==> config.mk <==
export PLATFORM = sky130hd
export DESIGN_NAME = mlp_feature_loader
export DESIGN_NICKNAME = d
export VERILOG_FILES = /design/src/rtl/mlp_io_pkg.sv /design/src/rtl/mlp_feature_loader.sv
export SDC_FILE = /design/constraint.sdc
export NUM_CORES = 1
export LEC_CHECK = 0
export CAP_MARGIN = 20
export CORE_ASPECT_RATIO = 0.5
export CORE_MARGIN = 5
export CORE_UTILIZATION = 45
export CTS_CLUSTER_SIZE = 8
export DETAILED_ROUTE_END_ITERATION = 8
export PLACE_DENSITY = 0.77
export REMOVE_ABC_BUFFERS = 1
export SLEW_MARGIN = 15
export SYNTH_ARGS = -nofsm -noshare
export SYNTH_HDL_FRONTEND = slang
export SYNTH_SLANG_ARGS = --single-unit
==> constraint.sdc <==
create_clock -name clk -period 6.8 [get_ports clk]
set_input_delay 1.02 -clock clk [delete_from_list [all_inputs] [get_ports clk]]
set_output_delay 1.02 -clock clk [all_outputs]
set_load 0.01 [all_outputs]
==> src/rtl/mlp_io_pkg.sv <==
// Shared types and defaults for the printed-MLP feature loader.
package mlp_io_pkg;

    typedef enum logic [1:0] {
        COLLECT = 2'd0,
        SETTLE  = 2'd1,
        RESULT  = 2'd2
    } state_t;

    localparam int NUM_FEAT_DEF = 21;
    localparam int FEAT_W_DEF   = 4;
    localparam int CLS_W_DEF    = 2;

    // Width of the flat feature vector handed to the classifier.
    function automatic int vec_w(input int num_feat, input int feat_w);
        return num_feat * feat_w;
    endfunction

endpackage

==> src/rtl/mlp_feature_loader.sv <==
// Streams quantized features into the classifier input vector, waits for the
// combinational network to settle, then returns the captured class index.
//
// state   | meaning
// --------+--------------------------------------------------------------
// COLLECT | accepting feature beats into mlp_inp, s_ready high
// SETTLE  | mlp_inp frozen, settle counter running toward terminal count
// RESULT  | class/err held on the result port until m_ready handshake
module mlp_feature_loader
    import mlp_io_pkg::*;
#(
    parameter int NUM_FEAT   = NUM_FEAT_DEF,
    parameter int FEAT_W     = FEAT_W_DEF,
    parameter int CLS_W      = CLS_W_DEF,
    parameter int SETTLE_CYC = 4
) (
    input  logic                                  clk,
    input  logic                                  rst,
    input  logic                                  s_valid,
    output logic                                  s_ready,
    input  logic [FEAT_W-1:0]                     s_data,
    input  logic                                  s_last,
    output logic [vec_w(NUM_FEAT, FEAT_W)-1:0]    mlp_inp,
    input  logic [CLS_W-1:0]                      mlp_out,
    output logic                                  m_valid,
    input  logic                                  m_ready,
    output logic [CLS_W-1:0]                      m_class,
    output logic                                  m_err,
    output logic                                  err_abort
);

    localparam int IDX_W = (NUM_FEAT > 1) ? $clog2(NUM_FEAT) : 1;
    localparam int CNT_W = $clog2(SETTLE_CYC) + 1;
    localparam logic [IDX_W-1:0] IDX_LAST = IDX_W'(NUM_FEAT - 1);
    localparam logic [CNT_W-1:0] CNT_LOAD = CNT_W'(SETTLE_CYC - 1);

    state_t             state;
    state_t             state_nxt;
    logic [IDX_W-1:0]   idx;
    logic [CNT_W-1:0]   settle_cnt;
    logic               err_flag;
    logic               accept;
    logic               last_slot;
    logic               settle_done;

    // Acceptance is decoded from state directly so s_ready never feeds back on itself.
    assign accept    = s_valid && (state == COLLECT);
    assign last_slot = (idx == IDX_LAST);

    // The counter runs one step past zero; the sign bit is the terminal count,
    // which places the capture on the (SETTLE_CYC+1)-th edge after the last beat.
    assign settle_done = settle_cnt[CNT_W-1];

    // State register.
    always_ff @(posedge clk or posedge rst) begin
        if (rst) begin
            state <= COLLECT;
        end else begin
            state <= state_nxt;
        end
    end

    // Next-state decode and the unregistered s_ready.
    always_comb begin
        state_nxt = state;
        s_ready   = 1'b0;
        case (state)
            COLLECT: begin
                s_ready = 1'b1;
                if (s_valid && last_slot) begin
                    state_nxt = SETTLE;
                end
            end
            SETTLE: begin
                if (settle_done) begin
                    state_nxt = RESULT;
                end
            end
            RESULT: begin
                if (m_ready) begin
                    state_nxt = COLLECT;
                end
            end
            default: begin
                state_nxt = COLLECT;
            end
        endcase
    end

    // Feature packing, framing checks, settle timer and result capture.
    always_ff @(posedge clk or posedge rst) begin
        if (rst) begin
            idx        <= '0;
            mlp_inp    <= '0;
            settle_cnt <= '0;
            err_flag   <= 1'b0;
            err_abort  <= 1'b0;
            m_valid    <= 1'b0;
            m_class    <= '0;
            m_err      <= 1'b0;
        end else begin
            err_abort <= 1'b0;

            if (accept) begin
                mlp_inp[idx*FEAT_W +: FEAT_W] <= s_data;
                if (last_slot) begin
                    idx        <= '0;
                    err_flag   <= !s_last;
                    settle_cnt <= CNT_LOAD;
                end else if (s_last) begin
                    idx       <= '0;
                    err_abort <= 1'b1;
                end else begin
                    idx <= idx + 1'b1;
                end
            end

            if (state == SETTLE) begin
                if (settle_done) begin
                    m_class <= mlp_out;
                    m_err   <= err_flag;
                    m_valid <= 1'b1;
                end else begin
                    settle_cnt <= settle_cnt - 1'b1;
                end
            end

            if ((state == RESULT) && m_ready) begin
                m_valid  <= 1'b0;
                err_flag <= 1'b0;
            end
        end
    end

endmodule
Word level (Yosys, flattened, before mapping)
Cells that the tools add are included.
- input port bits: 11
- flip-flop bits (word level): 100
- output and inout bits: 90
- logic and storage cells: 54
- equal/unequal tests: 6
- mux-type cells: 21
- add/subtract/negate cells: 3
- shift operators: 2
- reduce and logical (&&, ||, !) cells: 13
- operators by type and width (kind ; number):
    $bwmux W84 ; 1
    $shift A4 B34 Y84 const A ; 1
    $shiftx A4 B34 Y84 ; 1
    $neg A7 Y34 ; 1
    $mux W3 ; 4
    $mux W1 ; 10
    $mux W5 ; 2
    $reduce_bool A2 Y1 ; 4
    $mux W2 ; 3
    $pmux W2 S3 ; 1
    $reduce_and A2 Y1 ; 3
    $add A5 B1 Y5 const B ; 1
    $eq A5 B5 Y1 const B ; 1
    $ne A2 B2 Y1 const B ; 2
    $logic_and A1 B1 Y1 ; 3
    $reduce_and A3 Y1 ; 1
    $sub A3 B1 Y3 const B ; 1
    $eq A2 B1 Y1 const B ; 1
    $eq A2 B2 Y1 const B ; 1
    $logic_not A2 Y1 ; 1
    $ne A2 B1 Y1 const B ; 1
    $logic_not A1 Y1 ; 1

Longest topological paths before layout
- depth after elaboration: 5
- depth in mapped cells: 11
- gate-level depth less buffers: 9

Worst setup path after synthesis
Ideal clock, no wire load.
- path kind: register to register
- from: register idx[0]
- to: register mlp_inp[48]
- stages on the path, launching flop included: 10
- buffers on the path: 1
- arrival time: 2.415 ns
- slack: 4.261 ns
- clock period less this slack: 2.539 ns
- path through: dfrtp_1 > inv_1 > ha_1 > nand2b_1 > nor2_1 > ha_1 > clkbuf_1 > nor3b_1 > nor3b_2 > mux2_2
- word-level cells in the longest chain between the ends: 3
- elaborated cells between the ends (all ways): 4
- classes of those cells: add/sub: 1; shift: 2; mux: 1
- ends and longest elaborated chain (what ; line ; text):
    from (decl) ; mlp_feature_loader.sv:39 ; logic [IDX_W-1:0] idx;
    from (signal assigned) ; mlp_feature_loader.sv:114 ; idx <= idx + 1'b1;
    $neg A7 Y34 * ; mlp_feature_loader.sv:105 ; mlp_inp[idx*FEAT_W +: FEAT_W] <= s_data;
    $shiftx A4 B34 Y84 or $shift A4 B34 Y84 (tied branches) ; mlp_feature_loader.sv:105 ;
    $bwmux W84 * ; mlp_feature_loader.sv:105 ;
    to (signal, indexed assignment) ; mlp_feature_loader.sv:105 ;
    to (decl) ; mlp_feature_loader.sv:23 ; output logic [vec_w(NUM_FEAT, FEAT_W)-1:0] mlp_inp,
Mark *: on every way between the ends. The rest lies on a longest branch, timed or not.
A chain may end at the register's enable or synchronous reset.

Final worst setup path
- from: register idx[0]
- to: register mlp_inp[80]
The elaborated chain is that of the path after synthesis.

==> results.json <==
{
  "synth.area.top_cells": "dfrtp_1 (58%), mux2_2 (18%), mux2_4 (5.6%)",
  "hold_viol": 0,
  "critical_path_class": "flop to flop",
  "drv_slew": 0,
  "fillCellCount": 752,
  "multi_input_area_mm2": 0.00173,
  "antenna_found_initial": 0,
  "vias": 2872,
  "ys_types": 42,
  "critPathBufInv": 1,
  "portBuffers": 100,
  "cpMaxStageDelayCell": "nor4b_2",
  "maxCapViolCount": 0,
  "fmax_mhz": 274,
  "ant_nets": 0,
  "synthSimpleGateAreaFrac": 0.120,
  "syn_avg_cell_area_um2": 13.6,
  "layout-drive-gt1-share": 0.274,
  "status": "complete, no violations",
  "synth_fa_ha_area_frac": 0.0116,
  "grt_pass1_vias": 2933,
  "power_w": 0.00158,
  "tns_ns": 0,
  "wl_per_cell_um": 17.8,
  "irDropWorstVdd_mv": 0.158,
  "cp_max_fo": 14,
  "die_w_um": 149,
  "final_cell_mix": "dfrtp_1 (100), clkdlybuf4s50_1 (100), mux2_2 (70), mux2_4 (16), nor2_1 (11)",
  "worst_setup_path_start_kind": "flop",
  "syn_inst": 317,
  "dieHeight_um": 79.3,
  "start_util": 0.459,
  "p_per_area_mw_per_mm2": 276,
  "nNetsFinal": 430,
  "grt_max_degree": 70,
  "min_period_over_period": 0.536,
  "ys_ff_latch": 100,
  "clk_latency_ns": 0.34,
  "path_cells": "inv_1 -> ha_1 -> nand2b_1 -> nor2_1 -> ha_1 -> nor4b_2 -> nand4bb_1 -> or4_1 -> mux2_4",
  "cts.clk_slew.worst_paths_ns": 0.06,
  "critPathMaxStageDelay_ns": 0.76,
  "worst_pin_slew_ns": 0.917,
  "synth_top_family_by_area": "multiplexers",
  "route.detailed.drc": 0,
  "dr.pass1.iters": 4,
  "rows": 25,
  "yosys_warnings": 0,
  "grt_pass1_wl_mm": 16.2,
  "min_period_ns": 3.65,
  "synthMuxAreaShare": 0.240,
  "finalSetupViolations": 0,
  "routed_wl_mm": 9.89,
  "dp_hpwl_mm": 7.12,
  "clock-sinks": 100,
  "synth_edf_count": 0,
  "viasPerCell": 5.17,
  "synth_area_leader_cell": "dfrtp_1",
  "hold_class": "flop to flop",
  "cts_setup_buffers": 0,
  "synthArstFlopShare": 1.00,
  "synthToLayoutAreaGrowth_pct": 32.4,
  "regArea_mm2": 0.00250,
  "core_mm2": 0.00942,
  "dieArea_mm2": 0.0118,
  "cts_buffer_depth": 2,
  "dpl-instance-area_mm2": 0.00546,
  "p_leak_nw": 2.67,
  "skew_ns": 0.00489,
  "dominantRegCellSynth": "dfrtp_1",
  "syn_area_mm2": 0.00432,
  "arrival_ns": 3.86,
  "cts_buffers": 9,
  "diodes": 0,
  "rsz0062_at_grt": "no",
  "synth_compound_area_frac": 0.0249,
  "first_iter_violations": 193,
  "ios": 101,
  "synth-xor-area-share": 0.00203,
  "end_kind": "flop",
  "design_area_mm2": 0.00573,
  "cts_tree": "built",
  "crit_required_ns": 7.02,
  "cts_resized": 0,
  "ys_seq_area_frac": 0.579,
  "grt.total_usage": 0.178,
  "relSlewSlack": 0.387,
  "gr-total-overflow": 0,
  "yosysTopAreaCellShare": 0.579,
  "cts_root_buf": "clkbuf_16",
  "finalWeightedCongestion": 0.866,
  "h-tree-depth": 3,
  "postCtsHoldBufs": 0,
  "critPathTopFamily": "simple AND/OR/NAND/NOR gates",
  "cp_common_cell": "ha_1"
}
logic make-up after synthesis:
family	count (synthesis)
buffers and inverters	23
AND/OR/NAND/NOR	83
flip-flops	100
XOR/XNOR	1
AO/OA/AOI/OAI	19
adder cells (fa/ha/maj)	4
multiplexers	87
cell type report:
cell class,count,share of cell area
inverter,7,0.00503
clock inverter,5,0.00481
tap,135,0.0295
sequential,100,0.437
timing repair buffer,103,0.179
clock buffer,11,0.0424
multi-input combinational,194,0.302
through the flow:
step | std cells | hold slack, ns | setup slack, ns | util
after floorplan | 301 | 0.445 | 3.16 | -
after detailed placement | 539 | 0.480 | 3.23 | 0.579
after global placement | 539 | 0.460 | 3.28 | 0.579
after global routing | 555 | 0.514 | 2.91 | 0.608
final | 555 | 0.490 | 3.15 | 0.608
after CTS | 555 | 0.489 | 3.22 | 0.608
routing by layer:
layer,vias up,part of all wire,track usage,wire (um)
li1,1338,-,-,-
met2,62,0.49,0.289,4870
met4,0,0.0070,0.0461,69
met1,1467,0.46,0.241,4580
met3,5,0.037,0.0433,363
met5,-,0,0,0
Yosys cell counts, drive strengths merged (6+ instances only):
| cell type | n |
|---|---|
| dfrtp | 100 |
| nor2 | 11 |
| buf | 7 |
| inv | 7 |
| clkbuf | 9 |
| o21ai | 8 |
| nor2b | 10 |
| nand4 | 10 |
| mux2 | 87 |
| nand2 | 9 |
| nand3 | 8 |
| nor3b | 6 |
power breakdown:
group	switching [W]	total (W)	internal, W
logic	0.000179	0.000398	0.000219
clock network	0.000205	0.000460	0.000255
registers	0.0000532	0.000724	0.000670
registers in the layout (all words and copies together) (netlist names):
name	cells
settle_cnt	3
m_valid	1
m_class	2
mlp_inp	84
idx	5
err_abort	1
err_flag	1
state	2
m_err	1
final timing paths:
path | to | slack [ns] | startpoint | cells past startpoint
worst max-delay path | mlp_inp[80] | 3.15 | idx[0] | 9
worst min-delay path | settle_cnt[0] | 0.49 | settle_cnt[0] | 1
worst max register to register | mlp_inp[80] | 3.15 | idx[0] | 9
worst min register to register | settle_cnt[0] | 0.49 | settle_cnt[0] | 1
max in group asynchronous | mlp_inp[65] | 4.59 | rst | 3
min in group asynchronous | mlp_inp[33] | 1.03 | rst | 2
(Power assumes the default switching activity.)
